===== config.mk =====
export PLATFORM = sky130hd
export DESIGN_NAME = mealy_table_fsm
export DESIGN_NICKNAME = d
export VERILOG_FILES = /design/src/rtl/mealy_table_pkg.sv /design/src/rtl/mealy_table_mem.sv /design/src/rtl/mealy_table_fsm.sv
export SDC_FILE = /design/constraint.sdc
export NUM_CORES = 1
export LEC_CHECK = 0
export BUFFER_PORTS_ARGS = -buffer_cell sky130_fd_sc_hd__buf_2
export CAP_MARGIN = 30
export CELL_PAD_IN_SITES_DETAIL_PLACEMENT = 1
export CELL_PAD_IN_SITES_GLOBAL_PLACEMENT = 2
export CORE_ASPECT_RATIO = 1.75
export CORE_MARGIN = 2
export CORE_UTILIZATION = 46
export CTS_CLUSTER_DIAMETER = 200
export CTS_CLUSTER_SIZE = 16
export DETAILED_ROUTE_END_ITERATION = 8
export GPL_ROUTABILITY_DRIVEN = 0
export GPL_TIMING_DRIVEN = 0
export PLACE_DENSITY_LB_ADDON = 0.1
export REMOVE_ABC_BUFFERS = 1
export SETUP_SLACK_MARGIN = 0.4
export SYNTH_ARGS = -nofsm -noshare
export SYNTH_HDL_FRONTEND = slang
export SYNTH_SLANG_ARGS = --single-unit

===== constraint.sdc =====
create_clock -name clk -period 4.8 [get_ports clk]
set_input_delay 0.96 -clock clk [delete_from_list [all_inputs] [get_ports clk]]
set_output_delay 0.96 -clock clk [all_outputs]
set_load 0.02 [all_outputs]

===== src/rtl/mealy_table_pkg.sv =====
// Shared types and helpers for the table-driven Mealy FSM.
package mealy_table_pkg;

  typedef enum logic [1:0] {
    ACT_HOLD,
    ACT_STEP,
    ACT_RESTART
  } act_e;

  // Flat table index for {state, in}
  function automatic int unsigned entry_addr(input int unsigned state,
                                             input int unsigned in_sym,
                                             input int unsigned in_w);
    return (state << in_w) | in_sym;
  endfunction

  // An entry (or state) field is legal when it names an existing state
  function automatic bit entry_legal(input int unsigned next,
                                     input int unsigned num_states);
    return next < num_states;
  endfunction

endpackage


===== src/rtl/mealy_table_mem.sv =====
// Transition/output table: async reset-init to self-loops, one write port,
// a combinational lookup port and a registered readback port.
module mealy_table_mem
  import mealy_table_pkg::*;
#(
  parameter int STATE_W     = 2,
  parameter int IN_W        = 2,
  parameter int OUT_W       = 2,
  parameter int DEFAULT_OUT = 0,
  localparam int A_W   = STATE_W + IN_W,
  localparam int E_W   = STATE_W + OUT_W,
  localparam int DEPTH = 2 ** A_W
) (
  input  logic           clk,
  input  logic           rst,
  input  logic           we,
  input  logic [A_W-1:0] waddr,
  input  logic [E_W-1:0] wdata,
  input  logic [A_W-1:0] laddr,
  output logic [E_W-1:0] ldata,
  input  logic [A_W-1:0] raddr,
  output logic [E_W-1:0] rdata
);

  logic [E_W-1:0] tbl [DEPTH];

  always_ff @(posedge clk or posedge rst) begin
    if (rst) begin
      // Every entry points back at the state it belongs to
      for (int unsigned i = 0; i < DEPTH; i++) begin
        tbl[i] <= {STATE_W'(i >> IN_W), OUT_W'(DEFAULT_OUT)};
      end
      rdata <= '0;
    end else begin
      if (we) tbl[waddr] <= wdata;
      rdata <= tbl[raddr];
    end
  end

  assign ldata = tbl[laddr];

endmodule


===== src/rtl/mealy_table_fsm.sv =====
// Generalised Mealy FSM whose next-state/output function lives in a
// runtime-programmable table; adds restart, a saturating transition counter and cfg_err.
module mealy_table_fsm
  import mealy_table_pkg::*;
#(
  parameter int NUM_STATES  = 4,
  parameter int IN_W        = 2,
  parameter int OUT_W       = 2,
  parameter int RESET_STATE = 0,
  parameter int DEFAULT_OUT = 0,
  parameter int CNT_W       = 16,
  localparam int STATE_W    = $clog2(NUM_STATES)
) (
  input  logic                     clk,
  input  logic                     rst,
  input  logic                     en,
  input  logic                     restart,
  input  logic [IN_W-1:0]          in,
  output logic [OUT_W-1:0]         out,
  output logic [STATE_W-1:0]       state,
  input  logic                     cfg_we,
  input  logic [STATE_W+IN_W-1:0]  cfg_addr,
  input  logic [STATE_W+OUT_W-1:0] cfg_wdata,
  output logic [STATE_W+OUT_W-1:0] cfg_rdata,
  output logic                     cfg_err,
  output logic [CNT_W-1:0]         trans_count
);

  typedef struct packed {
    logic [STATE_W-1:0] next;
    logic [OUT_W-1:0]   out;
  } entry_t;

  localparam logic [STATE_W-1:0] RST_ST  = STATE_W'(RESET_STATE);
  localparam logic [OUT_W-1:0]   DEF_OUT = OUT_W'(DEFAULT_OUT);

  entry_t                    e;
  act_e                      act;
  logic [STATE_W-1:0]        state_d;
  logic [STATE_W+IN_W-1:0]   look_addr;
  logic                      wr_ok;

  assign look_addr = (STATE_W + IN_W)'(entry_addr(32'(state), 32'(in), IN_W));

  assign wr_ok = entry_legal(32'(cfg_wdata[STATE_W+OUT_W-1:OUT_W]), NUM_STATES) &&
                 entry_legal(32'(cfg_addr[STATE_W+IN_W-1:IN_W]), NUM_STATES);

  mealy_table_mem #(
    .STATE_W     (STATE_W),
    .IN_W        (IN_W),
    .OUT_W       (OUT_W),
    .DEFAULT_OUT (DEFAULT_OUT)
  ) u_mem (
    .clk   (clk),
    .rst   (rst),
    .we    (cfg_we && wr_ok),
    .waddr (cfg_addr),
    .wdata (cfg_wdata),
    .laddr (look_addr),
    .ldata (e),
    .raddr (cfg_addr),
    .rdata (cfg_rdata)
  );

  always_comb begin
    act     = ACT_HOLD;
    state_d = state;
    out     = DEF_OUT;
    if (en) out = e.out;
    if (restart)  act = ACT_RESTART;
    else if (en)  act = ACT_STEP;
    case (act)
      ACT_RESTART: state_d = RST_ST;
      ACT_STEP:    state_d = e.next;
      default:     state_d = state;
    endcase
    // Never let an out-of-range code reach the state register
    if (!entry_legal(32'(state_d), NUM_STATES)) state_d = RST_ST;
  end

  always_ff @(posedge clk or posedge rst) begin
    if (rst) begin
      state       <= RST_ST;
      trans_count <= '0;
      cfg_err     <= 1'b0;
    end else begin
      state   <= state_d;
      cfg_err <= cfg_we && !wr_ok;
      if (state_d != state && trans_count != '1) trans_count <= trans_count + CNT_W'(1);
    end
  end

  ap_legal_next: assert property (@(posedge clk) disable iff (rst)
    (act == ACT_STEP) |-> entry_legal(32'(e.next), NUM_STATES));

endmodule


# == Word level (Yosys, flattened, before mapping) ==
# Index checks and enable logic that the tools add are counted.
# word_totals
register_bits,86
inputBits,15
out_inout_bits,25
wordCells,45
# op_classes
add_sub_neg,1
magnitude_cmp,3
n_eq_ne,4
n_mux,13
bitwise,3
reduce_logical,2
# ops
cell,n
$bwmux 64,1
$bmux 4 s4,2
$mux 4,5
$add 16x1->16 const B,1
$demux 4 s4,1
$ne 16x16->1 const B,1
$ge 5x5->1 const B,2
$not 4->5,2
$lt 5x1->1 const B,1
$mux 2,2
$or 4x2->4,1
$pmux 2 s2,1
$eq 2x1->1 const B,1
$eq 2x2->1 const B,1
$logic_and 1x1->1,2
$ne 2x2->1,1
$mux 1,1

# == Longest topological paths before layout ==
# depth
word_depth,8
mapped_depth,11
ltp_nobuf,6

# == By module ==
# A second synthesis with hierarchy kept.
# hier_totals
hier_cells,334
area_unflattened_um2,4769.6
# modules_own_cells
mod,instances,cells_each,area_per_inst_um2,seq_area_each_um2
mealy_table_mem,1,239,3693.5,1721.7
mealy_table_fsm,1,95,1076.0,450.4

# == Least setup slack after synthesis ==
# Ideal clock, no wire load.
# synth_path
path_type,input-to-output
start,in in[0]
end,out out[0]
arrival_ns,2.832
t_required_ns,3.840
setup_slack_ns,1.008
cell_stages,5
n_path_buf,2
path_cell_list,buf_2 -> buf_1 -> mux4_2 -> mux4_2 -> and2_1
# synth_via
elab_chain_len,6
# synth_rtl
item,line,text
"start, declared",mealy_table_fsm.sv:18,"input logic [IN_W-1:0] in,"
$or 4x2->4,mealy_table_pkg.sv:14,return (state << in_w) | in_sym;
$not 4->5 (not written as such),mealy_table_mem.sv:40,assign ldata = tbl[laddr];
$bmux 4 s4,mealy_table_mem.sv:40,
$mux 4 (not written as such) (2 in a row),mealy_table_mem.sv:40,
$mux 2,mealy_table_fsm.sv:69,if (en) out = e.out;
"end, declared",mealy_table_fsm.sv:19,"output logic [OUT_W-1:0] out,"
# No other way between the ends. The select of a mux whose other input is x is not followed.

# == Worst setup path after layout ==
# layout_path
start,in in[0]
end,out out[1]
# Same word-level chain as after synthesis.

==> flow_summary.yaml <==
grt:
  grt_pass1_wl_um: 17970
  grt_pass1_vias: 3216
  antenna_found_initial: 0
  grt_start_max_net_pins: 72
  grt-ovfl-total: 0
  grt_util_all_layers_pct: 22.51
placement:
  io_buffers: 38
  dp_cells: 475
  dp_hpwl_um: 8016
  placed_area_sq_um: 4911
timing:
  fin_worst_skew_ns: 0.006072
  min_period_over_period_pct: 78.34
  finalHoldViolCount: 0
  tightest_slew_ns: 0.8959
  setup_viol: 0
  fin_hold_ws_ns: 0.4872
  setup-tns-final_ns: 0
  rsz0062_at_grt: "false"
  relSlewSlack_pct: 39.81
  period_minus_slack_ns: 3.760
  max_freq_ghz: 0.2659
  slew_viol_final: 0
layout:
  areaGrowthSynthToFinish_pct: 13.33
  final_util_pct: 53.34
  final_cell_area_sq_um: 5254
  nFillCells: 987
  layout.cells.non_filler: 491
  drive_above_1_share_pct: 48.91
  diodes: 0
  nets: 377
floorplan:
  die_h_um: 136.8
  fp.dieArea_sq_um: 10930
  start_util_pct: 47.07
  die_x_um: 79.89
  core_sq_um: 9849
  std_cell_rows: 48
  io_pins: 40
setup_path:
  worstPathMaxFanout: 15
  r2r-start: "state[0]"
  start_kind: "primary input"
  path_delay_family: "multiplexers"
  critPathRequiredTime_ns: 3.84
  crit_path_cell_trace: "buf_2 -> mux4_2 -> mux4_2 -> and2_1 -> buf_2"
  setup.worst_path.end_class: "output port"
  r2r_cells: 7
  crit_type: "in -> out"
  arrival_ns: 2.80
  r2r_end: "trans_count[1]"
  slowest_stage: "mux4_2"
  critPathBufInv: 2
  critPathMaxStageDelay_ns: 0.59
  r2r_setup_slack_ns: 1.69
drt:
  drc: 0
  viasPerCell: 6.008
  dr.pass1.iters: 4
  drt_iter0_drc: 137
  wl_per_cell_um: 23.29
  antenna_left: 0
  vias: 2950
  routed_wl_um: 11440
clock_network:
  tritoncts: "done"
  post_cts_resize_count: 0
  clk_pin_slew_ns: 0.06
  cts-root-buf: "clkbuf_16"
  hold_buffers: 0
  clkLatencyLatePin_ns: 0.34
  cts-htree-levels: 3
  clockBufferDepth: 2
  numCtsBuffers: 9
  clock-sinks: 86
  post_cts_buffers: 0
synth:
  syn-instance-count: 333
  synth_most_common_cell: "dfrtp_1"
  yosysTopAreaCell: "dfrtp_1"
  yosys_warnings: 0
  ys_seq_area_share_pct: 46.86
  synthesis.area_sq_um: 4636
  ys_top_cells_by_count: "70 x dfrtp_1, 65 x mux2_2, 33 x mux4_2"
  async_reset_ff_share_pct: 100.0
  ys_types: 38
  ys_ff_latch: 86
  synth_edf_count: 0
  yosys.area.top_type_share_pct: 37.79
  synth_area_per_cell_sq_um: 13.92
  synthTopCellsByArea: "dfrtp_1 38%, mux4_2 16%, mux2_2 16%"
  ys.flop_type: "dfrtp_1"
pwr:
  p_leak_nw: 2.191
  power_density_nw_per_um2: 462.0
  vdd_ir_drop_max_mv: 0.2553
job:
  drv_cap: 0
worst_hold_path:
  hold_end: "trans_count[8]"
  whs_path_depth: 1
  hp-class: "reg -> reg"
  worstHoldStart: "trans_count[8]"
outcome:
  status: "finished, final reports clean"
layout make-up:
class                   count  area, sq um  share of cell area [%]
inverters                   2        10.01                  0.1905
flip-flops and latches     86         2172                   41.34
well taps                 125        156.4                   2.977
clock inverters             4        76.32                   1.453
clock buffers              12        266.5                   5.073
repair buffers             43        262.8                   5.001
multi-input cells         219         2310                   43.96
layout by cell type (no fill, tap or decap), types with 2 or more instances in the layout:
master      n
xnor2_1    13
bufinv_16   2
buf_16      2
nand4_1    11
nor2_1      9
a21oi_1     2
and3_1      7
nand2_1    10
nor2b_1     4
clkbuf_16   9
or3_1       3
or4_1       2
and2_1      4
dfstp_2    16
nand3b_1    2
nand2b_1    3
dfrtp_1    70
and4_1      2
a31oi_1     2
clkbuf_8    3
nand3_2     3
mux2i_1    18
mux2_2     65
buf_2      40
mux4_2     33
mux2_1      2
nor3_1      6
nand3_1    10
through the flow:
step	setup WS, ns	total power (W)
6_report	1.040	0.002428
5_1_grt	0.9542	0.002537
4_1_cts	1.011	0.002453
3_5_place_dp	1.012	0.001651
3_3_place_gp	0.6210	0.001610
2_1_floorplan	1.616	0.001440
state kept, by name (all words and copies together), names as in the netlist:
signal	count
state	2
trans_count	16
u_mem.rdata	4
u_mem.tbl	64
metal layers:
metal	share of wire (%)	global-route usage, %	wire length [um]	vias to the layer above
met1	40	25.47	4566	1577
met4	1.8	7.533	209	0
met2	56	42.08	6381	45
met5	0	0	0	-
li1	-	-	-	1314
met3	2.4	3.628	278	14
worst max path at each step:
stage / startpoint / endpoint / slack, ns / cells past startpoint
3_5_place_dp: in[0] / out[0] / 1.01 / 5
6_report: in[0] / out[1] / 1.04 / 5
5_1_grt: in[0] / out[1] / 0.95 / 5
4_1_cts: in[0] / out[1] / 1.01 / 5
3_3_place_gp: rst / u_mem.tbl[41] / 0.62 / 2
2_1_floorplan: state[0] / trans_count[1] / 1.62 / 6
where the power goes:
part | switching, W | internal, W | leakage, nW
Clock | 0.000298 | 0.000501 | 0.165
Sequential | 0.000136 | 0.000912 | 1.04
Combinational | 0.000263 | 0.000318 | 0.981
cells by family after synthesis:
| logic type | count (synthesis) | share of synthesized area, % |
|---|---|---|
| AND/OR/NAND/NOR | 78 | 9.717 |
| XOR/XNOR | 13 | 2.456 |
| multiplexers | 118 | 36.19 |
| adder cells (fa/ha/maj) | 1 | 0.2699 |
| buffers and inverters | 28 | 3.320 |
| AO/OA/AOI/OAI | 8 | 1.107 |
| other | 1 | 0.08089 |
| flip-flops | 86 | 46.86 |
Power figures use the tool's default switching activity.
